`src/rtl/seq_pattern_detector_if.sv`:
```
// Bundles the configuration, serial stream and status signals of seq_pattern_detector.
// The detector connects through the slave modport and the bit source/status side through master.
interface seq_pattern_detector_if #(
   parameter int MAX_LEN = 8,
   parameter int CNT_W   = 16,
   parameter int LEN_W   = $clog2(MAX_LEN + 1)
) ();
   logic               cfg_load;
   logic [MAX_LEN-1:0] cfg_pattern;
   logic [LEN_W-1:0]   cfg_len;
   logic               cfg_overlap;
   logic               in_valid;
   logic               in_bit;
   logic               match;
   logic [CNT_W-1:0]   match_count;
   logic [CNT_W-1:0]   bit_index;
   logic [CNT_W-1:0]   last_match_idx;
   logic               armed;

   modport slave (
      input  cfg_load, cfg_pattern, cfg_len, cfg_overlap, in_valid, in_bit,
      output match, match_count, bit_index, last_match_idx, armed
   );

   modport master (
      output cfg_load, cfg_pattern, cfg_len, cfg_overlap, in_valid, in_bit,
      input  match, match_count, bit_index, last_match_idx, armed
   );
endinterface

```
`src/rtl/seq_pattern_detector.sv`:
```
// Serial pattern detector: compares the newest len accepted bits with a programmable pattern.
// state | meaning: IDLE = no configuration held | FILL = fill < len | TRACK = fill == len
module seq_pattern_detector #(
   parameter int MAX_LEN = 8,
   parameter int CNT_W   = 16,
   parameter int LEN_W   = $clog2(MAX_LEN + 1)
) (
   input logic                   clk,
   input logic                   reset,
   seq_pattern_detector_if.slave bus
);
   typedef enum logic [1:0] {ST_IDLE, ST_FILL, ST_TRACK} state_t;

   state_t             state_q, state_d;
   logic [MAX_LEN-1:0] hist_q, hist_d;
   logic [MAX_LEN-1:0] pattern_q, pattern_d;
   logic [LEN_W-1:0]   len_q, len_d;
   logic [LEN_W-1:0]   fill_q, fill_d;
   logic               overlap_q, overlap_d;
   logic               match_q, match_d;
   logic [CNT_W-1:0]   match_count_q, match_count_d;
   logic [CNT_W-1:0]   bit_index_q, bit_index_d;
   logic [CNT_W-1:0]   last_match_idx_q, last_match_idx_d;

   logic               accept;
   logic               hit;
   logic [LEN_W-1:0]   cfg_len_clamped;
   logic [LEN_W-1:0]   fill_inc;
   logic [MAX_LEN-1:0] hist_shift;
   logic [MAX_LEN-1:0] len_mask;

   always_ff @(posedge clk or negedge reset) begin
      if (!reset) begin
         state_q <= ST_IDLE;
      end else begin
         state_q <= state_d;
      end
   end

   always_ff @(posedge clk or negedge reset) begin
      if (!reset) begin
         hist_q           <= '0;
         pattern_q        <= '0;
         len_q            <= '0;
         fill_q           <= '0;
         overlap_q        <= 1'b0;
         match_q          <= 1'b0;
         match_count_q    <= '0;
         bit_index_q      <= '0;
         last_match_idx_q <= '0;
      end else begin
         hist_q           <= hist_d;
         pattern_q        <= pattern_d;
         len_q            <= len_d;
         fill_q           <= fill_d;
         overlap_q        <= overlap_d;
         match_q          <= match_d;
         match_count_q    <= match_count_d;
         bit_index_q      <= bit_index_d;
         last_match_idx_q <= last_match_idx_d;
      end
   end

   // Match uses the post-shift history and post-increment fill, so a hit lands on the completing bit.
   always_comb begin
      cfg_len_clamped = (bus.cfg_len > LEN_W'(MAX_LEN)) ? LEN_W'(MAX_LEN) : bus.cfg_len;
      accept          = bus.in_valid && !bus.cfg_load && (state_q != ST_IDLE);
      hist_shift      = {hist_q[MAX_LEN-2:0], bus.in_bit};
      fill_inc        = (fill_q == len_q) ? fill_q : fill_q + LEN_W'(1);
      for (int i = 0; i < MAX_LEN; i++) begin
         len_mask[i] = (LEN_W'(i) < len_q);
      end
      hit = accept && (fill_inc == len_q) && (((hist_shift ^ pattern_q) & len_mask) == '0);

      hist_d           = hist_q;
      pattern_d        = pattern_q;
      len_d            = len_q;
      fill_d           = fill_q;
      overlap_d        = overlap_q;
      match_d          = 1'b0;
      match_count_d    = match_count_q;
      bit_index_d      = bit_index_q;
      last_match_idx_d = last_match_idx_q;

      if (bus.cfg_load) begin
         pattern_d        = bus.cfg_pattern;
         len_d            = cfg_len_clamped;
         overlap_d        = bus.cfg_overlap;
         hist_d           = '0;
         fill_d           = '0;
         match_count_d    = '0;
         bit_index_d      = '0;
         last_match_idx_d = '0;
      end else if (accept) begin
         hist_d      = hist_shift;
         fill_d      = fill_inc;
         bit_index_d = (bit_index_q == '1) ? bit_index_q : bit_index_q + CNT_W'(1);
         if (hit) begin
            match_d          = 1'b1;
            match_count_d    = (match_count_q == '1) ? match_count_q : match_count_q + CNT_W'(1);
            last_match_idx_d = bit_index_q;
            if (!overlap_q) begin
               fill_d = '0;
            end
         end
      end
   end

   always_comb begin
      state_d = state_q;
      if (bus.cfg_load) begin
         state_d = (cfg_len_clamped == '0) ? ST_IDLE : ST_FILL;
      end else if (accept) begin
         if (hit && !overlap_q) begin
            state_d = ST_FILL;
         end else if (fill_inc == len_q) begin
            state_d = ST_TRACK;
         end else begin
            state_d = ST_FILL;
         end
      end
   end

   always_comb begin
      bus.match          = match_q;
      bus.match_count    = match_count_q;
      bus.bit_index      = bit_index_q;
      bus.last_match_idx = last_match_idx_q;
      bus.armed          = (state_q != ST_IDLE);
   end
endmodule

```
`src/flat_wrapper.sv`:
```
// flat-port wrapper written by rule: the top's interface ports become plain ports
module seq_pattern_detector_flat 
#(
   parameter int MAX_LEN = 8,
   parameter int CNT_W   = 16,
   parameter int LEN_W   = $clog2(MAX_LEN + 1)
)
  (clk, reset, bus_cfg_load, bus_cfg_pattern, bus_cfg_len, bus_cfg_overlap, bus_in_valid, bus_in_bit, bus_match, bus_match_count, bus_bit_index, bus_last_match_idx, bus_armed);
  seq_pattern_detector_if #(.MAX_LEN(MAX_LEN), .CNT_W(CNT_W), .LEN_W(LEN_W)) bus_i ();
  input logic clk;
  input logic reset;
  input wire logic [$bits(bus_i.cfg_load)-1:0] bus_cfg_load;
  input wire logic [$bits(bus_i.cfg_pattern)-1:0] bus_cfg_pattern;
  input wire logic [$bits(bus_i.cfg_len)-1:0] bus_cfg_len;
  input wire logic [$bits(bus_i.cfg_overlap)-1:0] bus_cfg_overlap;
  input wire logic [$bits(bus_i.in_valid)-1:0] bus_in_valid;
  input wire logic [$bits(bus_i.in_bit)-1:0] bus_in_bit;
  output wire logic [$bits(bus_i.match)-1:0] bus_match;
  output wire logic [$bits(bus_i.match_count)-1:0] bus_match_count;
  output wire logic [$bits(bus_i.bit_index)-1:0] bus_bit_index;
  output wire logic [$bits(bus_i.last_match_idx)-1:0] bus_last_match_idx;
  output wire logic [$bits(bus_i.armed)-1:0] bus_armed;
  assign bus_i.cfg_load = bus_cfg_load;
  assign bus_i.cfg_pattern = bus_cfg_pattern;
  assign bus_i.cfg_len = bus_cfg_len;
  assign bus_i.cfg_overlap = bus_cfg_overlap;
  assign bus_i.in_valid = bus_in_valid;
  assign bus_i.in_bit = bus_in_bit;
  assign bus_match = bus_i.match;
  assign bus_match_count = bus_i.match_count;
  assign bus_bit_index = bus_i.bit_index;
  assign bus_last_match_idx = bus_i.last_match_idx;
  assign bus_armed = bus_i.armed;
  seq_pattern_detector #(.MAX_LEN(MAX_LEN), .CNT_W(CNT_W), .LEN_W(LEN_W)) u_core (.clk(clk), .reset(reset), .bus(bus_i));
endmodule
```
`config.mk`:
```
export PLATFORM = sky130hd
export DESIGN_NAME = seq_pattern_detector_flat
export DESIGN_NICKNAME = d
export VERILOG_FILES = /design/src/rtl/seq_pattern_detector_if.sv /design/src/rtl/seq_pattern_detector.sv /design/src/flat_wrapper.sv
export SDC_FILE = /design/constraint.sdc
export NUM_CORES = 1
export LEC_CHECK = 0
export CORE_MARGIN = 8
export CORE_UTILIZATION = 52
export CTS_BUF_LIST = sky130_fd_sc_hd__clkbuf_16
export DETAILED_ROUTE_END_ITERATION = 10
export MAX_ROUTING_LAYER = met4
export PLACE_DENSITY_LB_ADDON = 0.3
export SYNTH_ARGS = -nofsm -noshare
export SYNTH_HDL_FRONTEND = slang
export SYNTH_SLANG_ARGS = --single-unit
```
`constraint.sdc`:
```
create_clock -name clk -period 2.9 [get_ports clk]
set_clock_uncertainty 0.1 [all_clocks]
set_input_delay 0.58 -clock clk [delete_from_list [all_inputs] [get_ports clk]]
set_output_delay 0.58 -clock clk [all_outputs]
set_load 0.05 [all_outputs]
```
Yosys cells after proc, flatten, opt, wreduce, memory -nomap -nowiden
Index checks and enable logic that the tools add are counted.

Output and inout port bits: 50. Logic and storage cells: 71. Input bits: 18. Register bits: 75.

Muxes and demuxes: 26. Reduce and logical (&&, ||, !) cells: 15. Add/subtract/negate cells: 3. Bitwise operators: 2. Equality and inequality tests: 6. Order comparisons: 9.

Operators by type and width (number): $mux 16 (10); $add 16x1->16 const B (2); $eq 16x16->1 const B (2); $mux 4 (6); $lt 3x4->1 const A (4); $mux 7 (2); $and 8x8->8 (1); $eq 4x4->1 (2); $logic_not 8->1 (1); $lt 1x4->1 const A (2); $lt 2x4->1 const A (2); $mux 2 (4); $xor 8x8->8 (1); $reduce_bool 2->1 (3); $logic_and 1x1->1 (5); $add 4x1->4 const B (1); $gt 4x4->1 const B (1); $logic_not 4->1 (1); $mux 1 (4); $ne 2x2->1 const B (2); $reduce_and 2->1 (2); $reduce_and 3->1 (1); $logic_not 1->1 (2).

Longest topological paths before layout
Gate-level depths: netlist of the first run.

Word-level depth: 9. Gate-level depth with buffers: 11. Mapped depth without buffers: 7.

Worst setup path after synthesis of the first run
No wires, ideal clock.

Path type: reg-to-reg. Start: register u_core.len_q[1]. End: register u_core.match_count_q[2], in the netlist u_core.bus.match_count[2]. Cell stages (with the launch flop): 11. Buffers on the path: 4. Clock period less this slack: 2.672 ns. Slack: 0.228 ns. Required time: 2.653 ns. Library setup time: 0.147 ns. Arrival: 2.425 ns. Path through: dfrtp_1 buf_6 or3_4 a222oi_1 o21ai_1 or4b_1 buf_2 buf_6 clkbuf_1 o211ai_1 o31ai_1.

Word-level cells in the longest chain between the ends: 7. Elaborated cells between the ends (all ways): 17. Those cells by class: order compare: 8; eq/ne: 2; mux: 1; bitwise: 1; reduce/logical: 5.

Ends and longest elaborated chain: start, declared (RTL line seq_pattern_detector.sv:17) `logic [LEN_W-1:0] len_q, len_d;`; start signal, assigned (RTL line seq_pattern_detector.sv:54) `len_q <= len_d;`; parallel branches: the longest is 4 deep, another holds $lt 1x4->1; $logic_and 1x1->1 (*) (RTL line seq_pattern_detector.sv:73) `hit = accept && (fill_inc == len_q) && (((hist_shift ^ pattern_q) & len_mask) == '0);`; $reduce_bool 2->1 (no source line) (*); $reduce_and 3->1 (no source line) (*); end signal, assigned (RTL line seq_pattern_detector.sv:58) `match_count_q <= match_count_d;`; end, declared (RTL line seq_pattern_detector.sv:21) `logic [CNT_W-1:0] match_count_q, match_count_d;`.

Mark *: on every way between the ends. A chain may end at the register's enable or synchronous reset.

Final worst setup path of the first run
Start: register u_core.len_q[2]. End: register u_core.match_count_q[7], in the netlist u_core.bus.match_count[7].

Same word-level chain as after synthesis.

==> impl_metrics.yaml, run 1 <==
synthesis:
  async_flop_share_pct: 100
  synthesis.area_um2: 3740
  synth_seq_cells: 75
  ys_warn_count: 0
  ys.flop_type: "dfrtp_1"
  syn_avg_cell_area_um2: 9.37
  netlist_instances: 399
  syn-num-nets: 420
  synth.distinct_cells: 51
  synth_edf_count: 0
  yosysSeqAreaShare_pct: 50.2
timing:
  timing.hold.ws_ns: 0.0957
  hold_violations: 0
  setup_tns_ns: 0
  rsz0062_at_grt: "no"
  period_needed_ns: 2.78
  max_freq_mhz: 359
  tightest_slew_ns: 0.764
  period_share_pct: 96.0
  setup_viol: 0
  final_max_slew_viol_count: 0
  slew_headroom_pct: 48.6
place:
  io_buffers: 67
  routabilityCongestion: 0.852
  place_hpwl_um: 6510
  dp_cells: 563
drt:
  antenna_left: 0
  routed_wirelength_um: 9490
  vias: 3280
  drc: 0
  initialDrtViolationCount: 169
  viasPerCell: 5.66
  drt_first_pass_iters: 5
  wl_per_cell_um: 16.4
grt:
  track_usage_pct: 19.9
  grt_pass1_vias: 3265
  grt_overflow: 0
  grt_pass1_wl_um: 15600
  grt_max_degree: 41
  antenna_found_initial: 0
clock_network:
  holdBufCountCts: 0
  path_clk_slew_ns: 0.06
  post_cts_buffers: 0
  cts_buffer_depth: 2
  numCtsBuffers: 9
  clk-insertion-delay-late_ns: 0.33
  cts_max_level: 3
  cts_root_buf: "clkbuf_16"
  cts_tree: "built"
  cts_sinks: 75
critical_path:
  reg2reg_depth: 7
  path_class: "flop to flop"
  cp_max_fo: 18
  slowest_stage: "or4b_1"
  r2r-end: "u_core.bus.match_count[7]"
  path_cells: "or3_4 -> a222oi_1 -> o21ai_1 -> or4b_1 -> buf_4 -> or3_1 -> a21oi_1"
  worstPathRequired_ns: 3.04
  cp_top_family: "simple AND/OR/NAND/NOR gates"
  slowest_delay_ns: 0.56
  rrSetupSlack_ns: 0.12
  r2r-start: "u_core.len_q[2]"
  worstPathArrival_ns: 2.93
  cp_num_buf_inv: 1
  crit_path_end_kind: "flop"
  critPathLaunchType: "flop"
floorplanning:
  core_um2: 7100
  ios: 68
  initial_utilization_pct: 52.7
  die_w_um: 101
  die_h_um: 101
  die_area_um2: 10200
  rows: 31
outcome:
  status: "completed"
finish:
  n_antenna_cell: 0
  fillers: 554
  stdcell_count: 579
  areaGrowthSynthToFinish_pct: 32.2
  drive_gt1_share_pct: 11.0
  nNetsFinal: 496
  fin_util_pct: 69.6
power:
  leakage_nw: 2.01
  power_density_nw_per_um2: 547
  peakVddDrop_v: 0.000360
run:
  drv_cap: 0
worst_hold_path:
  worstHoldPathType: "input pin to async pin"
[cell usage after synthesis, types with 3 or more instances]
| master | number | area share (%) |
|---|---|---|
| a21oi_1 | 31 | 4.1 |
| and3_1 | 6 | 1.0 |
| and4_1 | 6 | 1.4 |
| buf_1 | 3 | 0.30 |
| buf_2 | 3 | 0.40 |
| clkbuf_1 | 16 | 1.6 |
| dfrtp_1 | 75 | 50 |
| ha_1 | 3 | 1.0 |
| inv_1 | 22 | 2.2 |
| mux2_2 | 10 | 3.0 |
| nand2_1 | 36 | 3.6 |
| nand3_1 | 29 | 3.9 |
| nand3b_1 | 3 | 0.60 |
| nand4_1 | 8 | 1.3 |
| nor2_1 | 23 | 2.3 |
| nor3_1 | 5 | 0.67 |
| o21ai_0 | 39 | 5.2 |
| o31ai_1 | 4 | 0.80 |
| or3_1 | 16 | 2.7 |
| xnor2_1 | 18 | 4.2 |
| xor2_1 | 5 | 1.2 |
[metrics by stage]
| stage | power (mW) | worst slack [ns] | instance area, um^2 |
|---|---|---|---|
| 2_1_floorplan | 1.31 | 0.228 | 3740 |
| 3_3_place_gp | 1.43 | 0.0179 | 4590 |
| 3_5_place_dp | 1.44 | -0.0204 | 4590 |
| 4_1_cts | 2.71 | 0.136 | 4930 |
| 5_1_grt | 2.80 | 0.0203 | 4940 |
| 6_report | 2.70 | 0.116 | 4940 |
[power by group]
group | total (mW) | switching, mW | internal [mW] | leakage (nW)
sequential | 1.12 | 0.0376 | 1.08 | 1.01
clock | 1.28 | 0.438 | 0.839 | 0.167
combinational | 0.310 | 0.175 | 0.135 | 0.831
[final cells by class]
class                           instances  area [um^2]  area share (%)
Tap cell                               99          124            2.51
Clock buffer                            9          225            4.56
Timing Repair Buffer                   89          838            17.0
Clock inverter                          7          116            2.35
Sequential cell                        75         1880            38.0
Inverter                               22         82.6            1.67
Multi-Input combinational cell        278         1680            34.0
[worst max-delay path by stage]
stage	startpoint	endpoint	slack, ns	depth (start not counted)
2_1_floorplan	u_core.len_q[1]	u_core.bus.match_count[2]	0.23	10
3_3_place_gp	bus_in_valid	u_core.bus.match_count[1]	0.02	8
3_5_place_dp	bus_in_valid	u_core.bus.match_count[1]	-0.02	8
4_1_cts	u_core.len_q[2]	u_core.bus.match_count[1]	0.14	7
5_1_grt	u_core.len_q[2]	u_core.bus.match_count[7]	0.02	7
6_report	u_core.len_q[2]	u_core.bus.match_count[7]	0.12	7
[placed cells by master (no fill, tap or decap), drive strengths merged, types with 4 or more instances in the layout]
| cell | instances |
|---|---|
| dfrtp | 75 |
| clkdlybuf4s50 | 65 |
| o21ai | 40 |
| nand2 | 36 |
| a21oi | 31 |
| nand3 | 29 |
| buf | 24 |
| nor2 | 23 |
| inv | 22 |
| xnor2 | 18 |
| or3 | 17 |
| mux2 | 10 |
| clkbuf | 9 |
| nand4 | 8 |
| and4 | 6 |
| and3 | 6 |
| xor2 | 5 |
| nor3 | 5 |
| o31ai | 4 |
| clkinv | 4 |
[per-layer routing]
layer	vias to the layer above	track usage (%)	wire, um	part of all wire, %
met1	1608	23.5	4070	43
met4	0	7.33	180	1.9
li1	1562	-	-	-
met3	20	4.28	398	4.2
met5	-	-	0	0
met2	90	32.5	4840	51
[sequential cells by signal (all words and copies together), names as in the netlist, 2 cells and up]
name,cells
u_core.state_q,2
u_core.len_q,4
u_core.bus.bit_index,16
u_core.bus.match_count,16
u_core.bus.last_match_idx,16
u_core.fill_q,4
u_core.pattern_q,8
u_core.hist_q,7
[logic make-up after synthesis]
| group | Yosys count | synth area share (%) |
|---|---|---|
| buffers and inverters | 46 | 5.12 |
| muxes | 12 | 3.55 |
| and+or+nand+nor | 144 | 19.9 |
| DFF | 75 | 50.2 |
| xor gates and xnor gates | 23 | 5.39 |
| AOI/OAI and AO/OA | 96 | 14.9 |
| adders and majority gates | 3 | 1.00 |
[what timing repair did]
action                     4_1_cts  5_1_grt
gates resized for setup          0        1
setup endpoints to repair        0        1
hold endpoints to repair         0        0
[worst reg2reg max path, delay by kind of cell (launching register included)]
kind	cells	cell delay, ns
AND/OR/NAND/NOR	3	1.32
AO/OA/AOI/OAI	3	0.60
flip-flops	1	0.47
buffers and inverters	1	0.21
Note: power is estimated with default switching activity, not from simulation.
==> inputs of run 2 (changes only) <==
--- a/config.mk
+++ b/config.mk
@@ -7,7 +7,7 @@
 export LEC_CHECK = 0
 export CORE_MARGIN = 8
 export CORE_UTILIZATION = 52
-export CTS_BUF_LIST = sky130_fd_sc_hd__clkbuf_16
+export CTS_CLUSTER_DIAMETER = 150
 export DETAILED_ROUTE_END_ITERATION = 10
 export MAX_ROUTING_LAYER = met4
 export PLACE_DENSITY_LB_ADDON = 0.3
==> run 2 against run 1 <==
Effect of this change: combinational power down 2%; critical path depth stayed put; die area unchanged; wire length decreased by 3.9%; via count fell by 0.98%; flip-flop and latch count stayed put; register-to-register slack improved by 0.02 ns; non-clock buffer count unchanged; clock power down 22%; first-iteration DRC count is 17% lower; fmax rose by 0.68%; count of clock-buffer cells in the layout up 1; critical endpoint is now u_core.bus.match_count[1]; highest routed layer unchanged.
==> impl_metrics.yaml, run 2 (same netlist as run 1, synthesis figures left out) <==
floorplanning:
  initial_utilization_pct: 52.7
  core_um2: 7100
  die_h_um: 101
  die_area_um2: 10200
  rows: 31
  ios: 68
  die_w_um: 101
clock_network:
  post_cts_buffers: 0
  cts_tree: "built"
  numCtsBuffers: 9
  cts_max_level: 3
  cts_root_buf: "clkbuf_8"
  cts_sinks: 75
  clk-insertion-delay-late_ns: 0.36
  path_clk_slew_ns: 0.08
  cts_buffer_depth: 2
  holdBufCountCts: 0
  cts_resized: 0
timing:
  hold_violations: 0
  final_max_slew_viol_count: 0
  period_share_pct: 95.3
  tightest_slew_ns: 0.755
  setup_viol: 0
  period_needed_ns: 2.77
  rsz0062_at_grt: "no"
  slew_headroom_pct: 49.2
  max_freq_mhz: 362
  setup_tns_ns: 0
grt:
  grt_pass1_wl_um: 15000
  gr-usage-met2_pct: 31.4
  track_usage_pct: 19.0
  grt_overflow: 0
  antenna_found_initial: 0
  grt_max_degree: 41
  met3_usage_pct: 4.83
  grt.met1_usage_pct: 22.4
  busiest_layer: "met2"
  grt_pass1_vias: 3229
drt:
  drc: 0
  routed_wirelength_um: 9120
  antenna_left: 0
  vias: 3248
  initialDrtViolationCount: 140
  wl_per_cell_um: 15.7
  drt_first_pass_iters: 4
  viasPerCell: 5.61
place:
  place_hpwl_um: 6510
  routabilityCongestion: 0.852
  io_buffers: 67
  dp_cells: 563
  place_area_um2: 4590
finish:
  final_cell_area_um2: 4840
  fin_util_pct: 68.2
  n_antenna_cell: 0
  mostFrequentLayoutCell: "dfrtp_1"
  areaGrowthSynthToFinish_pct: 29.5
  drive_gt1_share_pct: 11.0
  stdcell_count: 579
  layout_common_cells: "75 x dfrtp_1, 65 x clkdlybuf4s50_1, 39 x o21ai_0"
  nNetsFinal: 496
critical_path:
  critPathLaunchType: "flop"
  worstPathArrival_ns: 2.91
  crit_path_end_kind: "flop"
  path_class: "flop to flop"
  cp_max_fo: 12
  worstPathRequired_ns: 3.04
power:
  leakage_nw: 1.97
  power_mw: 2.41
  peakVddDrop_v: 0.000297
  power_density_nw_per_um2: 499
outcome:
  status: "completed"
worst_hold_path:
  worstHoldPathType: "input pin to async pin"
run:
  drv_cap: 0
[run 2: where the power goes]
| part | total (mW) | internal, mW | leakage [nW] | switching, mW |
|---|---|---|---|---|
| clock network | 0.996 | 0.596 | 0.126 | 0.399 |
| registers | 1.11 | 1.08 | 1.01 | 0.0372 |
| logic | 0.304 | 0.133 | 0.829 | 0.171 |
[run 2: per-stage QoR]
| step | hold slack (ns) | setup WS [ns] |
|---|---|---|
| 2_1_floorplan | 0.184 | 0.228 |
| 3_3_place_gp | 0.397 | 0.0179 |
| 3_5_place_dp | 0.403 | -0.0204 |
| 4_1_cts | 0.0747 | 0.163 |
| 5_1_grt | 0.0800 | 0.0266 |
| 6_report | 0.0712 | 0.135 |
[run 2: path summary, 6_finish.rpt]
path,from,slack (ns),endpoint,cells after the start
worst max-delay path,u_core.len_q[2],0.13,u_core.bus.match_count[1],7
worst min-delay path,reset,0.07,u_core.bus.bit_index[5],1
worst max register to register,u_core.len_q[2],0.13,u_core.bus.match_count[1],7
worst min register to register,u_core.bus.last_match_idx[11],0.42,u_core.bus.last_match_idx[11],2
max in group asynchronous,reset,1.96,u_core.pattern_q[4],2
min in group clk,u_core.bus.last_match_idx[11],0.42,u_core.bus.last_match_idx[11],2
[run 2: routing by layer]
metal  wire length [um]  up-vias  share of wire (%)
met1               4050     1594                 44
met2               4560       82                 50
met3                405       11                4.4
met5                  0        -                  0
met4                 96        0                1.1
li1                   -     1561                  -
[run 2: final cells by class]
| cell class | count | area, um^2 |
|---|---|---|
| Clock buffer | 10 | 138 |
| Clock inverter | 6 | 113 |
| Fill cell | 566 | 2250 |
| Inverter | 22 | 82.6 |
| Multi-Input combinational cell | 278 | 1670 |
| Sequential cell | 75 | 1880 |
| Tap cell | 99 | 124 |
| Timing Repair Buffer | 89 | 838 |
[run 2: critical path, stage by stage (launching register included)]
cell      delay [ns]
dfrtp_1         0.46
xnor2_1         0.40
and4_1          0.29
o221ai_1        0.14
or4b_1          0.55
buf_4           0.20
nor2b_1         0.17
mux2_2          0.35
